**src/rtl/key_step_debounce.sv**
```systemverilog
// Push-button debouncer producing the single-step clock (rclk), press/release strobes and a press counter.
// Optional auto-repeat while the key is held is enabled by defining AUTO_REPEAT_EN.
module key_step_debounce #(
  parameter int unsigned DEBOUNCE_CYCLES = 2_000_000,
  parameter int unsigned CNT_W           = 21,
  parameter int unsigned PRESS_CNT_W     = 8,
  parameter int unsigned REPEAT_DELAY    = 50_000_000,
  parameter int unsigned REPEAT_PERIOD   = 20_000_000
) (
  input  logic                   clk_100MHz,
  input  logic                   rst,
  input  logic                   oclk,
  output logic                   rclk,
  output logic                   step_pulse,
  output logic                   release_pulse,
  output logic [PRESS_CNT_W-1:0] press_cnt
);

  localparam logic [2:0] S_IDLE         = 3'd0;
  localparam logic [2:0] S_PRESS_WAIT   = 3'd1;
  localparam logic [2:0] S_PRESSED      = 3'd2;
  localparam logic [2:0] S_RELEASE_WAIT = 3'd3;
`ifdef AUTO_REPEAT_EN
  localparam logic [2:0] S_REPEAT_GAP   = 3'd4;
`endif

  localparam logic [CNT_W-1:0]       CNT_ONE = CNT_W'(1);
  localparam logic [CNT_W-1:0]       DB_LAST = CNT_W'(DEBOUNCE_CYCLES - 1);
  localparam logic [PRESS_CNT_W-1:0] PC_ONE  = PRESS_CNT_W'(1);
`ifdef AUTO_REPEAT_EN
  localparam logic [CNT_W-1:0]       RPT_FIRST = CNT_W'(REPEAT_DELAY - 1);
  localparam logic [CNT_W-1:0]       RPT_NEXT  = CNT_W'(REPEAT_PERIOD - 1);
`endif

  logic [1:0]             sync_q;
  logic                   key_s;
  logic [2:0]             state_q, state_d;
  logic [CNT_W-1:0]       cnt_q, cnt_d, cnt_inc;
  logic                   rclk_q, rclk_d;
  logic                   step_q, step_d;
  logic                   rel_q, rel_d;
  logic [PRESS_CNT_W-1:0] press_cnt_q, press_cnt_d;
`ifdef AUTO_REPEAT_EN
  logic                   rpt_q, rpt_d;
  logic [CNT_W-1:0]       rpt_limit;
`endif

  assign key_s   = sync_q[1];
  assign cnt_inc = cnt_q + CNT_ONE;
`ifdef AUTO_REPEAT_EN
  // The first repeat waits the long hold delay; later ones use the shorter period.
  assign rpt_limit = rpt_q ? RPT_NEXT : RPT_FIRST;
`endif

  // The state is entered on the first sample of the new level, so that sample counts
  // toward the debounce window: a level is accepted once cnt reaches DEBOUNCE_CYCLES-1.
  always_comb begin
    // NOTE: every always_comb output gets a default first so no path can infer a latch.
    state_d     = state_q;
    cnt_d       = cnt_q;
    rclk_d      = rclk_q;
    step_d      = 1'b0;
    rel_d       = 1'b0;
    press_cnt_d = press_cnt_q;
`ifdef AUTO_REPEAT_EN
    rpt_d       = rpt_q;
`endif

    case (state_q)
      S_IDLE: begin
        rclk_d = 1'b0;
        if (key_s) begin
          state_d = S_PRESS_WAIT;
          cnt_d   = '0;
        end
      end

      S_PRESS_WAIT: begin
        if (!key_s) begin
          state_d = S_IDLE;
          cnt_d   = '0;
        end else if (cnt_inc == DB_LAST) begin
          state_d     = S_PRESSED;
          cnt_d       = '0;
          rclk_d      = 1'b1;
          step_d      = 1'b1;
          press_cnt_d = press_cnt_q + PC_ONE;
`ifdef AUTO_REPEAT_EN
          rpt_d       = 1'b0;
`endif
        end else begin
          cnt_d = cnt_inc;
        end
      end

      S_PRESSED: begin
        rclk_d = 1'b1;
        if (!key_s) begin
          state_d = S_RELEASE_WAIT;
          cnt_d   = '0;
`ifdef AUTO_REPEAT_EN
          rpt_d   = 1'b0;
        end else if (cnt_inc == rpt_limit) begin
          state_d = S_REPEAT_GAP;
          cnt_d   = '0;
          rclk_d  = 1'b0;
        end else begin
          cnt_d = cnt_inc;
`endif
        end
      end

      S_RELEASE_WAIT: begin
        rclk_d = 1'b1;
        if (key_s) begin
          state_d = S_PRESSED;
          cnt_d   = '0;
        end else if (cnt_inc == DB_LAST) begin
          state_d = S_IDLE;
          cnt_d   = '0;
          rclk_d  = 1'b0;
          rel_d   = 1'b1;
        end else begin
          cnt_d = cnt_inc;
        end
      end

`ifdef AUTO_REPEAT_EN
      // Always completes the repeat edge, even if the key is already released.
      S_REPEAT_GAP: begin
        state_d     = S_PRESSED;
        cnt_d       = '0;
        rclk_d      = 1'b1;
        step_d      = 1'b1;
        press_cnt_d = press_cnt_q + PC_ONE;
        rpt_d       = 1'b1;
      end
`endif

      default: begin
        state_d = S_IDLE;
        cnt_d   = '0;
        rclk_d  = 1'b0;
      end
    endcase
  end

  always_ff @(posedge clk_100MHz or posedge rst) begin
    if (rst) begin
      sync_q      <= '0;
      state_q     <= S_IDLE;
      cnt_q       <= '0;
      rclk_q      <= 1'b0;
      step_q      <= 1'b0;
      rel_q       <= 1'b0;
      press_cnt_q <= '0;
`ifdef AUTO_REPEAT_EN
      rpt_q       <= 1'b0;
`endif
    end else begin
      // NOTE: non-blocking assignments keep the two synchronizer stages distinct registers.
      sync_q      <= {sync_q[0], oclk};
      state_q     <= state_d;
      cnt_q       <= cnt_d;
      rclk_q      <= rclk_d;
      step_q      <= step_d;
      rel_q       <= rel_d;
      press_cnt_q <= press_cnt_d;
`ifdef AUTO_REPEAT_EN
      rpt_q       <= rpt_d;
`endif
    end
  end

  assign rclk          = rclk_q;
  assign step_pulse    = step_q;
  assign release_pulse = rel_q;
  assign press_cnt     = press_cnt_q;

endmodule

```
**config.mk**
```make
export PLATFORM = sky130hd
export DESIGN_NAME = key_step_debounce
export DESIGN_NICKNAME = d
export VERILOG_FILES = /design/src/rtl/key_step_debounce.sv
export SDC_FILE = /design/constraint.sdc
export NUM_CORES = 1
export LEC_CHECK = 0
export ABC_AREA = 1
export BUFFER_PORTS_ARGS = -buffer_cell sky130_fd_sc_hd__buf_4
export CAP_MARGIN = 0
export CELL_PAD_IN_SITES_DETAIL_PLACEMENT = 0
export CELL_PAD_IN_SITES_GLOBAL_PLACEMENT = 2
export CORE_MARGIN = 2
export CORE_UTILIZATION = 30
export DETAILED_ROUTE_END_ITERATION = 8
export GPL_TIMING_DRIVEN = 0
export PLACE_DENSITY_LB_ADDON = 0.15
export SKIP_LAST_GASP = 1
export SLEW_MARGIN = 20
export SYNTH_ARGS = -nofsm -noshare
export SYNTH_HDL_FRONTEND = slang
export SYNTH_SLANG_ARGS = --single-unit
```
**constraint.sdc**
```tcl
create_clock -name clk_100MHz -period 5.7 [get_ports clk_100MHz]
set_input_delay 1.14 -clock clk_100MHz [delete_from_list [all_inputs] [get_ports clk_100MHz]]
set_output_delay 1.14 -clock clk_100MHz [all_outputs]
set_load 0.01 [all_outputs]
```
==> key figures, run 1 <==
Clock tree
  – Clock-pin slew on the worst setup and hold paths: 0.08 ns
  – CTS Hold Bufs: 0
  – CTS tree: yes
  – Clk Tree Root Cell: clkbuf_8
  – H-Tree Depth: 2
  – # clock sinks: 36
  – Total CTS buffers: 5
  – Post-CTS setup buffer count: 0
  – CTS resizes: 0
  – Worst skew pair latency: 0.30 ns
  – Clock Path Buffers: 2

Floorplan
  – Die height: slightly above 90 um
  – Die width: 91.63 um
  – FP Rows: 31
  – Die ar.: 8395 um2
  – Core area: roughly 7300 um2
  – Number of I/O pins: 14
  – Initial Utilization: 0.3142

Global routing
  – First-pass GRT wire length: between 10,000 and 15,000 um
  – Initial antenna violation count: 0
  – Largest net degree at the start of global routing: 29
  – Global Route Usage Sum: 0.1540
  – GR Overflow Total: 0
  – Vias in the first global route: 1,970

Yosys
  – Top-count cell post-synth: nand2_1
  – Ys async rst share: 1.000
  – Number of synthesized flops with an enable pin: 0
  – Top post-synthesis cells by count: nand2_1 (109), inv_1 (46), dfrtp_1 (36)
  – Post-synth top area share: 0.3911
  – Yosys reg bits: 36
  – Syn avg cell area: approximately 6.9 um2
  – Seq/Total Area, Yosys: 0.3911
  – Post-synthesis cell type count: 24
  – Area contributors post-synth: dfrtp_1 (39%), nand2_1 (18%), inv_1 (7.5%), nand3_1 (5.6%), o21ai_0 (5.4%)
  – Syn_nets: 343
  – Top FF cell, synth: dfrtp_1
  – Yosys top cell by area: dfrtp_1
  – Syn Inst Count: roughly 330
  – Ys Warns: 0
  – Mapped Area: between 2000 and 2500 um2

Worst setup path
  – Critical path type: flip-flop to flip-flop
  – Slowest stage delay, CP: 0.46 ns
  – CP max FO: 10
  – Crit. End Element: flip-flop
  – Crit path cell chain: ha_1 > nand3_2 > inv_2 > nand2_2 > nor2_2 > nand2_1 > xor2_1 > nand2_1 > nor2_2 > nand2_2 > nand2_4 > nor2_4 > buf_6 > nand2_1 > o21ai_0
  – Worst reg2reg path startpoint: cnt_q[1]$_DFFE_PP0P_
  – Crit path from: cnt_q[1]$_DFFE_PP0P_
  – Crit path to: cnt_q[7]$_DFFE_PP0P_
  – R2R depth: 15
  – Worst Setup Start Kind: flip-flop
  – Reg2Reg Setup Slack: between 2 and 3 ns
  – CP required: a little under 6 ns
  – Reg-to-Reg End: cnt_q[7]$_DFFE_PP0P_
  – Slowest stage cell, crit path: dfrtp_1
  – CP Data Arrival Time: about 3 ns
  – CP dominant cell by count: nand2_1

Layout
  – Ant. Diodes: 0
  – Area added between synthesis and finish: 14.56%
  – Multi-input gate area: approximately 1200 um2
  – Final Cell Area: approximately 2600 um2
  – FF/Latch Area: 900.9 um2
  – Total Nets Final: 364
  – Filler instances: around 790
  – Share of cells above drive strength 1: 0.1155

Drt
  – Vias per cell: between 4 and 5
  – Drt initial violations: 87
  – WL/cell: 13.14 um
  – Total detailed-routing wirelength: just under 6000 um
  – Vias: ~2,100
  – DRC viols: 0
  – Antenna Nets Post-Route: 0
  – First drt pass iteration count: 4

STA
  – Min cycle time layout: between 2 and 3 ns
  – Achievable Freq: between 300 and 400 MHz
  – Worst Setup Slack, final: around 2.9 ns
  – Clock skew: between 0.008 and 0.009 ns
  – Setup repair after global routing missed its margin: false
  – Final worst path period share: 0.4857
  – Max-slew headroom: 0.5329
  – Final setup viols: 0
  – Max Slew Vio Count: 0
  – Slew @ Worst Pin: between 0.6 and 0.7 ns
  – Final setup TNS: 0 ns
  – Final hold violations: 0
  – Hold WS: 0.3558 ns

Placement
  – Dpl ws: just under 3 ns
  – Post-DP HPWL: roughly 4600 um
  – GPL Wtd Cong: about 0.75
  – Port Buf Inserts: 13
  – Post-Place Cell Area: 2545 um2

Worst hold path
  – HP Class: flip-flop to flip-flop

Flow run
  – Max Cap Viol: 0

Power
  – Overall power: about 670 uW
  – LEAKAGE: ~0.0012 uW
  – VDD IR max: approximately 0.17 mV
  – Power per cell area: 253.2 nW/um2

Outcome
  – Outcome: finished clean
worst max-delay path, delay by kind of cell, from the launching register on:
| family | cells | cell delay (ns) |
|---|---|---|
| AND/OR/NAND/NOR | 10 | 1.20 |
| flip-flops | 1 | 0.46 |
| AO/OA/AOI/OAI | 1 | 0.07 |
| XOR/XNOR | 1 | 0.28 |
| buffers and inverters | 2 | 0.31 |
| adder cells (fa/ha/maj) | 1 | 0.30 |
state kept, by name, summed over array words and instances, names as in the netlist, named ones only:
| name | cells |
|---|---|
| cnt_q | 21 |
| press_cnt | 8 |
| rclk | 1 |
| release_pulse | 1 |
| state_q | 1 |
| step_pulse | 1 |
| sync_q | 2 |
logic make-up (layout without fill, tap and decap cells):
logic type                 after synthesis  in the layout  share of synthesized area
buffers and inverters                   50             72                    0.08474
muxes                                    1              1                   0.004346
AOI/OAI and AO/OA                       32             32                    0.06953
DFF                                     36             36                     0.3911
adders and majority gates                7              7                    0.03802
and+or+nand+nor                        198            198                     0.3781
xor gates and xnor gates                 9              9                    0.03422
worst min-delay path by stage:
stage                   startpoint             endpoint  slack (ns)  cells after the start
2_1_floorplan  sync_q[0]$_DFF_PP0_  sync_q[1]$_DFF_PP0_        0.33                      0
3_3_place_gp   sync_q[0]$_DFF_PP0_  sync_q[1]$_DFF_PP0_        0.33                      0
3_5_place_dp   sync_q[0]$_DFF_PP0_  sync_q[1]$_DFF_PP0_        0.34                      0
4_1_cts        sync_q[0]$_DFF_PP0_  sync_q[1]$_DFF_PP0_        0.36                      0
5_1_grt        sync_q[0]$_DFF_PP0_  sync_q[1]$_DFF_PP0_        0.36                      0
6_report       sync_q[0]$_DFF_PP0_  sync_q[1]$_DFF_PP0_        0.36                      0
layout by cell type, fill, tap and decap left out, types with 5 or more instances in the layout:
cell type,count
o21ai_0,25
buf_4,13
dfrtp_1,36
inv_1,45
xor2_1,7
nand2_1,109
nand2_2,5
nand3_1,26
nor2_2,8
ha_1,7
nand4_1,9
clkbuf_8,6
nor2_1,31
o21ai_1,6
cell type report:
class / count / area share
Timing Repair Buffer: 14 / 0.04457
Clock buffer: 7 / 0.03272
Inverter: 47 / 0.06686
Clock inverter: 1 / 0.002845
Multi-Input combinational cell: 247 / 0.4576
Sequential cell: 36 / 0.3414
Tap cell: 99 / 0.04694
Buffer: 3 / 0.007112
through the flow:
step | util | std cells
2_1_floorplan | - | 333
6_report | 0.3600 | 454
3_3_place_gp | 0.3444 | 445
3_5_place_dp | 0.3472 | 446
5_1_grt | 0.3600 | 454
4_1_cts | 0.3600 | 454
power breakdown:
part	switching [uW]	internal (uW)	total (uW)
combinational	129	52.1	181
clock	102	98.4	200
sequential	16.5	270	287
metal layers:
| layer | GRT usage | part of all wire | vias to the layer above |
|---|---|---|---|
| met5 | 0 | 0 | - |
| met2 | 0.2365 | 0.43 | 27 |
| met4 | 0.04167 | 0.011 | 0 |
| met1 | 0.2227 | 0.52 | 942 |
| met3 | 0.02712 | 0.032 | 5 |
| li1 | - | - | 1092 |
Note: power is estimated with default switching activity, not from simulation.
==> run 2: changes to the inputs <==
clock period = 2.3 ns   (was 5.7 ns; I/O delays follow)
==> key figures, run 2 (synthesis gave the netlist of run 1 again) <==
STA
  – Max-slew headroom: 0.6209 (+0.08804)
  – Slew @ Worst Pin: 0.5686 ns (-0.1274 ns)
  – Final hold violations: 0 (unchanged)
  – Max Slew Vio Count: 0 (unchanged)
  – Final worst path period share: 0.9693 (+0.4836)
  – Clock skew: 0.008667 ns (+0.0002509 ns)
  – Achievable Freq: 448.6 MHz (+24%)
  – Setup repair after global routing missed its margin: true
  – Hold WS: 0.07844 ns (-0.2773 ns)
  – Min cycle time layout: 2.229 ns (-0.5393 ns)
  – Final setup viols: 0 (unchanged)
  – Final setup TNS: 0 ns (unchanged)

Clock tree
  – Clk Tree Root Cell: clkbuf_8
  – Clock Path Buffers: 2 (unchanged)
  – H-Tree Depth: 2 (unchanged)
  – # clock sinks: 36 (unchanged)
  – Clock-pin slew on the worst setup and hold paths: 0.08 ns (about the same)
  – CTS Hold Bufs: 0 (unchanged)
  – CTS tree: yes
  – Total CTS buffers: 5 (unchanged)
  – Worst skew pair latency: 0.30 ns (about the same)

Worst setup path
  – CP required: 2.52 ns (-3.35 ns)
  – Critical path type: flip-flop to flip-flop
  – CP max FO: 7 (-3)
  – Worst Setup Start Kind: flip-flop
  – CP Data Arrival Time: 2.44 ns (-0.50 ns)
  – Crit. End Element: flip-flop

Drt
  – Vias per cell: 4.639 (+1.9%)
  – Vias: 2,199 (+6.4%)
  – Drt initial violations: 71 (-18%)
  – Antenna Nets Post-Route: 0 (unchanged)
  – WL/cell: 13.67 um (+4.0%)
  – DRC viols: 0 (unchanged)
  – Total detailed-routing wirelength: 6481 um (+8.6%)
  – First drt pass iteration count: 4 (unchanged)

Placement
  – Post-DP HPWL: 4609 um (unchanged)
  – Port Buf Inserts: 13 (unchanged)
  – GPL Wtd Cong: 0.7485 (unchanged)
  – DP Cell Count: 446 (unchanged)

Layout
  – Ant. Diodes: 0 (unchanged)
  – Share of cells above drive strength 1: 0.3040 (+0.1885)
  – Area added between synthesis and finish: 33.62%
  – Total Nets Final: 384 (+5.5%)
  – Multi-input gate area: 1464 um2 (+21%)
  – Util after Layout: 0.4199 (+0.05991)
  – Reg with most FFs: cnt_q
  – Filler instances: 764 (-3.2%)
  – Most common cell after layout, fill and taps aside: nand2_1
  – FF/Latch Area: 904.6 um2 (+0.42%)
  – Number of flip-flops in the largest register: 21 (unchanged)
  – Most frequent cells in the layout: nand2_1 (88), inv_1 (44), dfrtp_1 (33)
  – Final non-filler cell total: 474 (+4.4%)

Global routing
  – GR Overflow Total: 0 (unchanged)
  – Global Route Usage Sum: 0.1609 (+0.006860)
  – First-pass GRT wire length: 10,540 um (+4.3%)
  – Vias in the first global route: 2,087 (+5.9%)
  – Largest net degree at the start of global routing: 29 (unchanged)
  – Initial antenna violation count: 0 (unchanged)

Floorplan
  – Core area: 7331 um2 (unchanged)
  – Die height: 91.63 um (unchanged)
  – FP Rows: 31 (unchanged)
  – Number of I/O pins: 14 (unchanged)
  – Die width: 91.63 um (unchanged)
  – Die ar.: 8395 um2 (unchanged)
  – Initial Utilization: 0.3142 (unchanged)

Power
  – VDD IR max: 0.4376 mV (+170%)
  – Overall power: 1763 uW (+160%)
  – Power per cell area: 572.7 nW/um2 (+130%)
  – LEAKAGE: 0.001371 uW (+15%)

Flow run
  – Max Cap Viol: 0 (unchanged)

Outcome
  – Outcome: finished clean

Worst hold path
  – HP Class: input pin to asynchronous set/reset pin
run 2: changes by cell type in the layout (fill, tap and decap cells not counted), moves of 6 or more:
| cell | before | now |
|---|---|---|
| o21ai_0 | 25 | 18 |
| nor2_4 | 2 | 13 |
| nand2_2 | 5 | 22 |
| nor2_1 | 31 | 21 |
| nand3_1 | 26 | 20 |
| nand2_1 | 109 | 88 |
| buf_4 | 13 | 29 |
run 2: power by group:
group	switching [uW]	internal (uW)	total, uW
Combinational	376	180	556
Clock	253	244	497
Sequential	40.2	670	710
Total	669	1090	1760
run 2: final timing paths:
| path | startpoint | slack [ns] | cells past startpoint | endpoint |
|---|---|---|---|---|
| setup / recovery | cnt_q[1]$_DFFE_PP0P_ | 0.07 | 16 | cnt_q[4]$_DFFE_PP0P_ |
| hold / removal | rst | 0.08 | 2 | rclk$_DFFE_PP0P_ |
| hold reg to reg | sync_q[0]$_DFF_PP0_ | 0.36 | 0 | sync_q[1]$_DFF_PP0_ |
| max in group asynchronous | rst | 1.77 | 3 | cnt_q[3]$_DFFE_PP0P_ |
| min in group clk_100MHz | oclk | 0.27 | 1 | sync_q[0]$_DFF_PP0_ |
| setup reg to reg | cnt_q[1]$_DFFE_PP0P_ | 0.07 | 16 | cnt_q[4]$_DFFE_PP0P_ |
run 2: timing repair:
| item | CTS | global route |
|---|---|---|
| resized for setup | 19 | 64 |
| cloned | 1 | 0 |
| setup buffers | 13 | 6 |
| pin swaps | 8 | 19 |
| setup endpoints to repair | 34 | 32 |
run 2: critical path: stages (launching register included):
cell and delay (ns):
dfrtp_2 0.42, ha_4 0.17, nand3_4 0.12, inv_4 0.10, nand2_4 0.06, nor2_4 0.16
nand2_1 0.07, nand2_1 0.08, nand2_2 0.07, nand3_2 0.10, nor2_4 0.06, nand2_2 0.11
nand2_4 0.08, nor2_4 0.24, buf_6 0.17, nand2_1 0.05, o21ai_1 0.07
run 2: cell type report:
class / count / share of cell area
clock buffers: 7 / 0.02805
inverters: 47 / 0.05894
plain buffers: 3 / 0.006098
multi-input cells: 247 / 0.4756
clock inverters: 1 / 0.002439
flip-flops and latches: 36 / 0.2939
repair buffers: 34 / 0.09472
well taps: 99 / 0.04024
run 2: metrics by stage:
| stage | cell area [um2] | setup slack [ns] |
|---|---|---|
| 3_3_place_gp | 2525 | -0.4468 |
| 3_5_place_dp | 2545 | -0.4555 |
| 2_1_floorplan | 2303 | 0.1559 |
| 6_report | 3078 | 0.07062 |
| 5_1_grt | 3078 | -0.08249 |
| 4_1_cts | 2830 | 0.02321 |
run 2: metal layers:
layer / routed length (um) / GRT usage
met1: 3281 / 0.2292
met2: 2977 / 0.2531
met3: 153 / 0.02712
met4: 68 / 0.04167
met5: 0 / 0
==> run 3: changes to the inputs <==
BUFFER_PORTS_ARGS = -buffer_cell sky130_fd_sc_hd__buf_2   (was -buffer_cell sky130_fd_sc_hd__buf_4)
==> key figures, run 3 (synthesis gave the netlist of run 1 again) <==
STA
  – Max Slew Vio Count: 0 (unchanged)
  – Final setup viols: 0 (unchanged)
  – Clock skew: 0.007209 ns (-0.001457 ns)
  – Hold WS: 0.08795 ns (+0.009513 ns)
  – Achievable Freq: 450.6 MHz (+0.45%)
  – Setup repair after global routing missed its margin: true
  – Min cycle time layout: 2.219 ns (-0.009901 ns)
  – Final setup TNS: 0 ns (unchanged)
  – Final hold violations: 0 (unchanged)
  – Slew @ Worst Pin: 0.7033 ns (+0.1347 ns)
  – Max-slew headroom: 0.5311 (-0.08979)
  – Final worst path period share: 0.9650 (-0.004305)

Layout
  – Ant. Diodes: 0 (unchanged)
  – Total Nets Final: 380 (-1.0%)
  – Area added between synthesis and finish: 30.53%
  – Util after Layout: 0.4101 (-0.009729)
  – Share of cells above drive strength 1: 0.2884 (-0.01559)
  – Reg with most FFs: cnt_q
  – Most common cell after layout, fill and taps aside: nand2_1
  – Filler instances: 755 (-1.2%)
  – Most frequent cells in the layout: nand2_1 (90), inv_1 (44), dfrtp_1 (32)
  – Number of flip-flops in the largest register: 21 (unchanged)

Power
  – Overall power: 1869 uW (+6.0%)
  – Logic pwr share: 0.309 (-0.006)
  – VDD IR max: 0.3713 mV (-15%)
  – Power per cell area: 621.8 nW/um2 (+8.6%)
  – Net load switching power: 689.8 uW (+3.2%)
  – Share of power burned in registers: 0.381 (-0.022)
  – Clock network power share: 0.309 (+0.027)
  – Switching Share: 0.3690 (-0.01032)
  – LEAKAGE: 0.001396 uW (+1.8%)
  – Pint: 1180 uW (+7.8%)

Floorplan
  – FP Rows: 31 (unchanged)
  – Number of I/O pins: 14 (unchanged)
  – Core area: 7331 um2 (unchanged)
  – Die height: 91.63 um (unchanged)
  – Die ar.: 8395 um2 (unchanged)
  – Die width: 91.63 um (unchanged)
  – Initial Utilization: 0.3142 (unchanged)

Clock tree
  – Worst skew pair latency: 0.30 ns (about the same)
  – CTS tree: yes
  – Total CTS buffers: 5 (unchanged)
  – # clock sinks: 36 (unchanged)
  – H-Tree Depth: 2 (unchanged)
  – Clk Tree Root Cell: clkbuf_8
  – Clock-pin slew on the worst setup and hold paths: 0.08 ns (about the same)
  – Clock Path Buffers: 2 (unchanged)
  – CTS Hold Bufs: 0 (unchanged)

Worst setup path
  – CP top delay family: simple AND/OR/NAND/NOR gates
  – Slowest stage cell, crit path: dfrtp_1
  – Reg2Reg Setup Slack: 0.08 ns (about the same)
  – CP Data Arrival Time: 2.37 ns (-0.07 ns)
  – Critical path type: flip-flop to flip-flop
  – Worst Setup Start Kind: flip-flop
  – Crit. End Element: flip-flop
  – CP max FO: 5 (-2)
  – Slowest stage delay, CP: 0.42 ns (about the same)
  – CP required: 2.45 ns (-0.07 ns)
  – Crit path cell chain: ha_4 > nand3_4 > inv_4 > nand2_4 > nor2_4 > nand2_2 > xor2_2 > nand2_1 > nor2_4 > nand2_4 > nand2_4 > nor2_4 > buf_6 > nand2_1 > o21ai_0
  – Crit path buf inv count: 2 (unchanged)

Drt
  – WL/cell: 13.72 um (+0.32%)
  – Vias per cell: 4.617 (-0.48%)
  – Total detailed-routing wirelength: 6447 um (-0.52%)
  – Antenna Nets Post-Route: 0 (unchanged)
  – Vias: 2,170 (-1.3%)
  – First drt pass iteration count: 4 (unchanged)
  – Drt initial violations: 88 (+24%)
  – DRC viols: 0 (unchanged)

Flow run
  – Max Cap Viol: 0 (unchanged)

Placement
  – GPL Wtd Cong: 0.7897 (+5.5%)
  – Port Buf Inserts: 13 (unchanged)
  – Post-DP HPWL: 4703 um (+2.0%)

Worst hold path
  – HP Class: input pin to asynchronous set/reset pin

Global routing
  – Global Route Usage Sum: 0.1672 (+0.006340)
  – Initial antenna violation count: 0 (unchanged)
  – First-pass GRT wire length: 10,980 um (+4.1%)
  – Largest net degree at the start of global routing: 26 (-10%)
  – Vias in the first global route: 2,122 (+1.7%)
  – GR Overflow Total: 0 (unchanged)

Outcome
  – Outcome: finished clean
run 3: cell types whose count changed in the layout (fill, tap and decap cells not counted), sizes merged:
cell,delta
buf,-4
bufinv,+1
clkbuf,-1
clkinv,+1
clkinvlp,-1
run 3: what timing repair did:
item                                   in CTS  in global routing
setup endpoints to repair                  34                 32
pin swaps                                  12                 21
gates cloned                                1                  0
buffers inserted                           10                  6
endpoints found under the hold margin       0                  0
gates resized for setup                    21                 61
run 3: worst paths after layout:
kind	start	to	cells after the start
setup / recovery	cnt_q[1]$_DFFE_PP0P_	cnt_q[15]$_DFFE_PP0P_	15
hold / removal	rst	release_pulse$_DFF_PP0_	2
setup reg to reg	cnt_q[1]$_DFFE_PP0P_	cnt_q[15]$_DFFE_PP0P_	15
hold reg to reg	sync_q[0]$_DFF_PP0_	sync_q[1]$_DFF_PP0_	0
max in group asynchronous	rst	cnt_q[3]$_DFFE_PP0P_	3
min in group clk_100MHz	oclk	sync_q[0]$_DFF_PP0_	1
run 3: power groups by stage:
stage | Combinational, uW | Clock, uW | Sequential [uW]
floorplan | 312 | 0 | 717
global route | 647 | 623 | 721
detailed placement | 459 | 0 | 723
CTS | 524 | 587 | 712
finish | 578 | 578 | 713
global placement | 460 | 0 | 723
run 3: worst reg2reg max path, stage by stage (launching register included):
cell and delay (ns):
dfrtp_1 0.42, ha_4 0.19, nand3_4 0.12, inv_4 0.10, nand2_4 0.07, nor2_4 0.15
nand2_2 0.09, xor2_2 0.16, nand2_1 0.11, nor2_4 0.14, nand2_4 0.07, nand2_4 0.09
nor2_4 0.06, buf_6 0.16, nand2_1 0.05, o21ai_0 0.09
run 3: routing by layer:
layer  vias to the layer above  track usage  wire length (um)
li1                       1125            -                 -
met1                      1019       0.2426              3270
met2                        24       0.2531              2865
met3                         2      0.03780               264
met4                         0      0.03788                47
met5                         -            0                 0
run 3: area by class of cell:
cell class / count / area (um2) / share of cell area
inverters: 47 / 178.9 / 0.05951
flip-flops and latches: 36 / 905.9 / 0.3013
plain buffers: 3 / 18.77 / 0.006242
multi-input cells: 247 / 1443 / 0.4798
clock buffers: 6 / 72.57 / 0.02414
clock inverters: 2 / 35.03 / 0.01165
well taps: 99 / 123.9 / 0.04120
repair buffers: 30 / 229.0 / 0.07616
run 3: stage by stage:
| step | cell area [um2] | instances | worst slack [ns] |
|---|---|---|---|
| finish | 3007 | 470 | 0.08052 |
| global route | 3007 | 470 | -0.08009 |
| floorplan | 2303 | 333 | 0.1559 |
| global placement | 2492 | 445 | -0.4304 |
| detailed placement | 2512 | 446 | -0.4310 |
| CTS | 2808 | 465 | 0.003288 |
